==> src/rtl/audio_track_sequencer.sv <==
// audio_track_sequencer: turns record/play/stop commands into sample-paced single-word RAM requests with playback volume.
// Define OVERRUN_CNT_EN to add the overrun_cnt output counting samples dropped while a write is stalled.
module audio_track_sequencer #(
   parameter int ADDR_W = 26,
   parameter int DATA_W = 16,
   parameter logic [ADDR_W-1:0] MAX_ADDR = {ADDR_W{1'b1}}
) (
   input  logic              clk,
   input  logic              reset,
   input  logic              cmd_rec,
   input  logic              cmd_play,
   input  logic              cmd_stop,
   input  logic [ADDR_W-1:0] start_addr,
   input  logic [ADDR_W-1:0] end_addr,
   input  logic [2:0]        volume,
   input  logic              sample_valid,
   input  logic [DATA_W-1:0] sample_in,
   input  logic              dac_req,
   output logic [DATA_W-1:0] dac_sample,
   output logic              dac_valid,
   input  logic              ram_ready,
   output logic [ADDR_W-1:0] ram_addr,
   output logic [DATA_W-1:0] ram_wdata,
   output logic              ram_wr_req,
   output logic              ram_rd_req,
   input  logic              ram_ack,
   input  logic [DATA_W-1:0] ram_rdata,
   output logic              busy,
   output logic              done,
   output logic              mem_full,
   output logic [ADDR_W-1:0] rec_end_addr
`ifdef OVERRUN_CNT_EN
   ,
   output logic [15:0]       overrun_cnt
`endif
);
   typedef enum logic [2:0] {IDLE, REC_WAIT, REC_WRITE, PLAY_FETCH, PLAY_HOLD} state_t;
   state_t state, state_n;
   logic [ADDR_W-1:0] cur_addr, end_reg, addr_inc;
   logic stop_pend, stop_any, done_n, accept, hold_take;
   logic signed [DATA_W-1:0] scaled;
   assign addr_inc = cur_addr + ADDR_W'(1);
   assign stop_any = stop_pend | cmd_stop;
   assign accept = state == IDLE && ram_ready && !cmd_stop && (cmd_rec || cmd_play);
   assign hold_take = state == PLAY_HOLD && !cmd_stop && dac_req;
   assign scaled = $signed(ram_rdata) >>> (3'd7 - volume);
   assign ram_wr_req = state == REC_WRITE;
   assign ram_rd_req = state == PLAY_FETCH;
   assign busy = state != IDLE;
   always_comb begin
      state_n = state;
      done_n = 1'b0;
      case (state)
         IDLE: begin
            if (accept && cmd_rec) state_n = REC_WAIT;
            else if (accept) begin
               done_n = start_addr == end_addr;
               state_n = done_n ? IDLE : PLAY_FETCH;
            end
         end
         REC_WAIT: begin
            done_n = cmd_stop;
            state_n = cmd_stop ? IDLE : (sample_valid ? REC_WRITE : REC_WAIT);
         end
         REC_WRITE: if (ram_ack) begin
            done_n = cur_addr == MAX_ADDR || stop_any;
            state_n = done_n ? IDLE : REC_WAIT;
         end
         PLAY_FETCH: if (ram_ack) begin
            done_n = stop_any;
            state_n = stop_any ? IDLE : PLAY_HOLD;
         end
         PLAY_HOLD: begin
            if (cmd_stop) begin
               done_n = 1'b1;
               state_n = IDLE;
            end else if (dac_req) begin
               done_n = addr_inc == end_reg;
               state_n = done_n ? IDLE : PLAY_FETCH;
            end
         end
         default: state_n = IDLE;
      endcase
   end
   always_ff @(posedge clk) begin
      if (reset) begin
         state <= IDLE;
         done <= 1'b0;
         dac_valid <= 1'b0;
         dac_sample <= '0;
         ram_addr <= '0;
         ram_wdata <= '0;
         rec_end_addr <= '0;
         mem_full <= 1'b0;
         cur_addr <= '0;
         end_reg <= '0;
         stop_pend <= 1'b0;
`ifdef OVERRUN_CNT_EN
         overrun_cnt <= '0;
`endif
      end else begin
         state <= state_n;
         done <= done_n;
         dac_valid <= hold_take;
         if (accept) begin
            cur_addr <= start_addr;
            end_reg <= end_addr;
            stop_pend <= 1'b0;
            if (!cmd_rec) ram_addr <= start_addr;
         end
         if (accept && cmd_rec) begin
            mem_full <= 1'b0;
`ifdef OVERRUN_CNT_EN
            overrun_cnt <= '0;
`endif
         end
         if (state == REC_WAIT && cmd_stop) rec_end_addr <= cur_addr;
         if (state == REC_WAIT && !cmd_stop && sample_valid) begin
            ram_addr <= cur_addr;
            ram_wdata <= sample_in;
         end
         if (state == REC_WRITE || state == PLAY_FETCH) stop_pend <= stop_any;
`ifdef OVERRUN_CNT_EN
         if (state == REC_WRITE && sample_valid && overrun_cnt != 16'hFFFF) overrun_cnt <= overrun_cnt + 16'd1;
`endif
         // the final word marks the memory full regardless of any pending stop
         if (state == REC_WRITE && ram_ack && cur_addr == MAX_ADDR) begin
            mem_full <= 1'b1;
            rec_end_addr <= MAX_ADDR;
         end else if (state == REC_WRITE && ram_ack) begin
            cur_addr <= addr_inc;
            if (stop_any) rec_end_addr <= addr_inc;
         end
         if (state == PLAY_FETCH && ram_ack) dac_sample <= scaled;
         if (hold_take) begin
            cur_addr <= addr_inc;
            ram_addr <= addr_inc;
         end
      end
   end
endmodule

==> config.mk <==
export PLATFORM = sky130hd
export DESIGN_NAME = audio_track_sequencer
export DESIGN_NICKNAME = d
export VERILOG_FILES = /design/src/rtl/audio_track_sequencer.sv
export SDC_FILE = /design/constraint.sdc
export NUM_CORES = 1
export LEC_CHECK = 0
export BUFFER_PORTS_ARGS = -buffer_cell sky130_fd_sc_hd__clkbuf_2
export CAP_MARGIN = 20
export CORE_AREA = 2 2 139 141
export CTS_BUF_LIST = sky130_fd_sc_hd__clkbuf_16
export DETAILED_ROUTE_END_ITERATION = 8
export DIE_AREA = 0 0 141 143
export PLACE_DENSITY = 0.71
export SLEW_MARGIN = 20
export SYNTH_ARGS = -nofsm -noshare
export SYNTH_HDL_FRONTEND = slang
export SYNTH_SLANG_ARGS = --single-unit
==> constraint.sdc <==
create_clock -name clk -period 2.8 [get_ports clk]
set_input_delay 0.28 -clock clk [delete_from_list [all_inputs] [get_ports clk]]
set_output_delay 0.28 -clock clk [all_outputs]
set_load 0.05 [all_outputs]
After elaboration in Yosys (flattened, before gate mapping)
Cells that the tools add are included.
{ "word_totals": {"ff_bits": 143, "latchBits": 0, "ram_bits": 0, "rom_bits": 0, "out_inout_bits": 90, "wordCells": 86, "mem_count": 0} }
{ "classes": {"n_addsub": 2, "mul": 0, "n_div": 0, "magnitude_cmp": 0, "eq_ne": 12, "shift": 1, "muxes": 36, "bitwise": 1, "n_reduce_logical": 23} }
{ "op_table": {"columns": ["op", "count"], "rows": [
  ["$mux 26", 12],
  ["$eq 26x26->1", 2],
  ["$add 26x1->26 const B", 1],
  ["$eq 26x26->1 const B", 1],
  ["$mux 3", 7],
  ["$sshr 16x3->16", 1],
  ["$pmux 3 s5", 1],
  ["$logic_and 1x1->1", 12],
  ["$mux 1", 11],
  ["$mux 2", 4],
  ["$eq 3x2->1 const B", 2],
  ["$reduce_bool 3->1", 2],
  ["$pmux 1 s5", 1],
  ["$ne 2x1->1 const B", 2],
  ["$reduce_and 4->1", 1],
  ["$reduce_bool 2->1", 2],
  ["$eq 3x1->1 const B", 1],
  ["$eq 3x3->1 const B", 1],
  ["$logic_not 3->1", 1],
  ["$logic_or 1x1->1", 3],
  ["$ne 3x1->1 const B", 1],
  ["$ne 3x2->1 const B", 1],
  ["$ne 3x3->1 const B", 1],
  ["$sub 3x3->3 const A", 1],
  ["other kinds (3)", 3]
]} }

Depth between registers and ports, before layout
{ "logic_depth": {"depth_word": 8, "depth_mapped": 11} }

Worst setup path before layout
Ideal clock, no wire load.
{ "synth_timing": {"path_type": "reg-to-reg", "startpoint": "register cur_addr[1]", "endpoint": "register done", "setup_ns": 0.080, "t_arrival_ns": 2.823, "t_required_ns": 2.720, "path_slack_ns": -0.102, "stages_incl_launch_ff": 12, "n_path_buf": 2, "period_less_slack_ns": 2.902, "path_cell_list": "dfxtp_1 > ha_1 > buf_2 > nand3_1 > nor4_1 > buf_2 > and2_1 > o31ai_1 > nor4_1 > o2111ai_1 > or3_1 > a211oi_2"} }
{ "synth_between": {"elab_chain_cells": 5, "elab_cells_between_ends": 8} }
{ "synth_lines": {"columns": ["item", "line_no", "source"], "rows": [
  ["from (decl)", "39", "logic [ADDR_W-1:0] cur_addr, end_reg, addr_inc;"],
  ["from (signal assigned)", "106", "cur_addr <= start_addr;"],
  ["from (signal assigned)", "131", "cur_addr <= addr_inc;"],
  ["from (signal assigned)", "136", "cur_addr <= addr_inc;"],
  ["$add 26x1->26", "42", "assign addr_inc = cur_addr + ADDR_W'(1);"],
  ["$eq 26x26->1", "78", "done_n = addr_inc == end_reg;"],
  ["$mux 1", "77", "end else if (dac_req) begin"],
  ["$mux 1", "74", "if (cmd_stop) begin"],
  ["$pmux 1 s5 (*)", "53", "case (state)"],
  ["to (signal assigned)", "103", "done <= done_n;"],
  ["to (decl)", "29", "output logic done,"]
]} }
Every way passes the cells marked *; elsewhere a longest branch is shown, timed or not.
A chain may end at the register's enable or synchronous reset.

Worst setup path after layout
{ "layout_timing": {"startpoint": "register cur_addr[5]", "endpoint": "register done"} }
The elaborated chain is that of the path after synthesis.

==> impl_metrics.json <==
{
  "max_slew_margin_pct": 44.8,
  "grt_util_all_layers_pct": 28.7,
  "vdd_drop_max_mv": 0.518,
  "comb_power_share_pct": 39.4,
  "setup_viol": 0,
  "num_antenna_cells": 0,
  "fillers": 1784,
  "insertion_delay_ps": 430,
  "cts-root-buf": "clkbuf_16",
  "worstReg2RegStart": "cur_addr[5]",
  "ant_nets": 0,
  "numCtsBuffers": 17,
  "path_common_cell": "buf_4",
  "startpoint": "cur_addr[5]",
  "crit_path_max_fanout": 15,
  "syn_avg_cell_area_um2": 7.43,
  "crit_type": "reg -> reg",
  "dpl.cell_count": 1493,
  "power_frac_seq_pct": 33.1,
  "layout_commonest_cell": "clkbuf_2",
  "die_x_um": 141,
  "finalNetCount": 1377,
  "p_sw_share_pct": 42.2,
  "min_period_over_period_pct": 96.5,
  "required_ps": 3150,
  "layout_common_cells": "clkbuf_2, a21oi_1, nand2_1",
  "antenna_found_initial": 0,
  "clk_transition_reported_paths_ps": 60,
  "grt_pass1_wl_mm": 45.3,
  "routed_wl_mm": 29.4,
  "max_stage_delay_ps": 490,
  "ys_warn_count": 0,
  "r2r_slack_ps": 100,
  "crit_chain": "buf_4, nand4_1, buf_4, or4_4, nand2_1, o221ai_1, nor4_1, o2111ai_1, or3_1, a211oi_2",
  "io_pins": 186,
  "r2r_cells": 10,
  "whs_path_depth": 3,
  "worst_hold_startpoint": "sample_in[5]",
  "rows": 50,
  "cts.path.max_buffers": 2,
  "io_buffer_count": 185,
  "ys_types": 61,
  "cpMaxStageDelayCell": "or4_4",
  "cp-start-kind": "flop",
  "hold_class": "in -> reg",
  "worst-endpoint-arrival_ps": 3050,
  "die_area_um2": 20200,
  "grt_max_degree": 67,
  "synth_edf_count": 0,
  "min_period_ps": 2700,
  "hold_viol_final": 0,
  "min_to": "ram_wdata[5]",
  "cts_tree": "done",
  "syn2layout_area_growth_pct": 25.3,
  "yosysSeqAreaShare_pct": 34.8,
  "finalSetupTns_ps": 0,
  "drive_above_1_share_pct": 25.1,
  "post-dp-hpwl_mm": 21.1,
  "fin_skew_ps": 6.87,
  "maxCapViolCount": 0,
  "routedWlPerCell_um": 19.3,
  "power_switching_mw": 3.30,
  "end_kind": "flop",
  "p_leak_nw": 4.06,
  "grt_pass1_vias": 8356,
  "synthCells": 1108,
  "layout.cells.non_filler": 1527,
  "intPower_mw": 4.53,
  "vias": 9154,
  "synth_seq_cells": 143,
  "clkSinkCount": 143,
  "syn_nets": 1205,
  "drc": 0,
  "globalplace.congestion": 0.957,
  "die_h_um": 143,
  "worst_slew_pin_slew_ps": 826,
  "fmax_mhz": 370,
  "viasPerCell": 5.99,
  "htree_levels": 4,
  "power_frac_clock_pct": 27.6,
  "synthFlopType": "dfxtp_1",
  "start_util_pct": 44.3,
  "synthArstFlopShare_pct": 0,
  "core_area_um2": 18600,
  "slew_viol_final": 0,
  "status": "finished, final reports clean",
  "drt-initial-drc-count": 909,
  "grt_overflow_total": 0,
  "powerDensity_nw_per_um2": 759,
  "crit-reg2reg-capture": "done",
  "first_pass_iters": 5,
  "netlist_area_um2": 8230
}
## worst max-delay path by stage
stage	cells past startpoint	endpoint
2_1_floorplan	11	done
3_3_place_gp	10	done
3_5_place_dp	10	done
4_1_cts	9	done
5_1_grt	10	state[0]
6_report	10	done
## metrics by stage
| stage | power [mW] | hold WS [ps] | setup WS, ps | util (%) | instance area (um^2) |
|---|---|---|---|---|---|
| 2_1_floorplan | 4.73 | 416 | 0.412 | - | 8250 |
| 3_3_place_gp | 5.62 | 438 | -20.3 | 52.1 | 9680 |
| 3_5_place_dp | 5.64 | 446 | 12.1 | 52.1 | 9680 |
| 4_1_cts | 7.80 | 51.8 | 16.8 | 55.1 | 10200 |
| 5_1_grt | 8.18 | 70.4 | -51.5 | 55.5 | 10300 |
| 6_report | 7.83 | 59.4 | 98.4 | 55.5 | 10300 |
## per-layer routing
metal,part of all wire [%],GRT usage (%)
met1,42,37.8
met2,45,45.7
met3,9.6,7.14
met4,2.8,10.6
met5,0,0
## cells by family after synthesis
group / Yosys count / share of synthesized area, %
adders and majority gates: 1 / 0.152
AOI/OAI and AO/OA: 328 / 24.5
muxes: 35 / 4.47
buffers and inverters: 118 / 5.76
DFF: 143 / 34.8
and+or+nand+nor: 423 / 24.0
xor gates and xnor gates: 60 / 6.38
## what timing repair did
item	4_1_cts	5_1_grt
endpoints found under the hold margin	0	0
gates resized for setup	1	16
buffers inserted	0	2
hold buffers	0	0
pin swaps	0	7
setup endpoints to repair	1	12
## synth_stat cells, types with 2 or more instances
cell type / n / share of area, %
a221oi_1: 18 / 1.9
nand2b_1: 6 / 0.46
o21ai_0: 37 / 2.2
nor4b_1: 3 / 0.32
a211oi_1: 14 / 1.3
and2_1: 3 / 0.23
mux2i_1: 30 / 3.6
nor3b_1: 3 / 0.27
buf_1: 5 / 0.23
nand4_4: 2 / 0.52
or4_1: 3 / 0.27
o31ai_1: 3 / 0.27
a311oi_1: 7 / 0.74
dfxtp_1: 143 / 35
nand4_1: 11 / 0.84
a21oi_1: 168 / 10
clkbuf_1: 91 / 4.2
mux2_2: 4 / 0.55
nor4_1: 10 / 0.76
o221ai_1: 29 / 3.1
xor2_1: 21 / 2.2
o211ai_1: 12 / 1.1
o2111ai_1: 3 / 0.32
o22ai_1: 10 / 0.76
xnor2_1: 39 / 4.2
buf_2: 4 / 0.24
buf_4: 5 / 0.46
a22oi_1: 2 / 0.18
nor3_1: 46 / 2.8
or2_2: 3 / 0.23
and4_1: 6 / 0.64
or3_1: 6 / 0.46
inv_1: 12 / 0.55
nand2_1: 154 / 7.0
nor2_1: 103 / 4.7
nor2b_1: 5 / 0.38
nand3_1: 43 / 2.6
and3_1: 10 / 0.76
a31oi_1: 12 / 0.91
## power groups by stage
stage / logic [mW] / registers (mW) / clock network [mW]
floorplan: 1.56 / 3.16 / 0
global placement: 3.00 / 2.62 / 0
detailed placement: 3.02 / 2.62 / 0
CTS: 3.04 / 2.58 / 2.18
global route: 3.30 / 2.62 / 2.25
finish: 3.08 / 2.59 / 2.16
## final cells by class
type                    count  area, um^2  area share, %
flip-flops and latches    143        2860           27.8
clock inverters            15         123           1.19
multi-input cells         847        5020           48.7
well taps                 234         293           2.84
clock buffers              17         425           4.13
inverters                  12        45.0          0.437
repair buffers            259        1540           14.9
## critical path: cells and delay by family, from the launching register on
family | cells | cell delay, ps
buffers and inverters | 2 | 370
AO/OA/AOI/OAI | 3 | 510
AND/OR/NAND/NOR | 5 | 1390
flip-flops | 1 | 350
No activity file was read; power rests on OpenSTA's default activity.
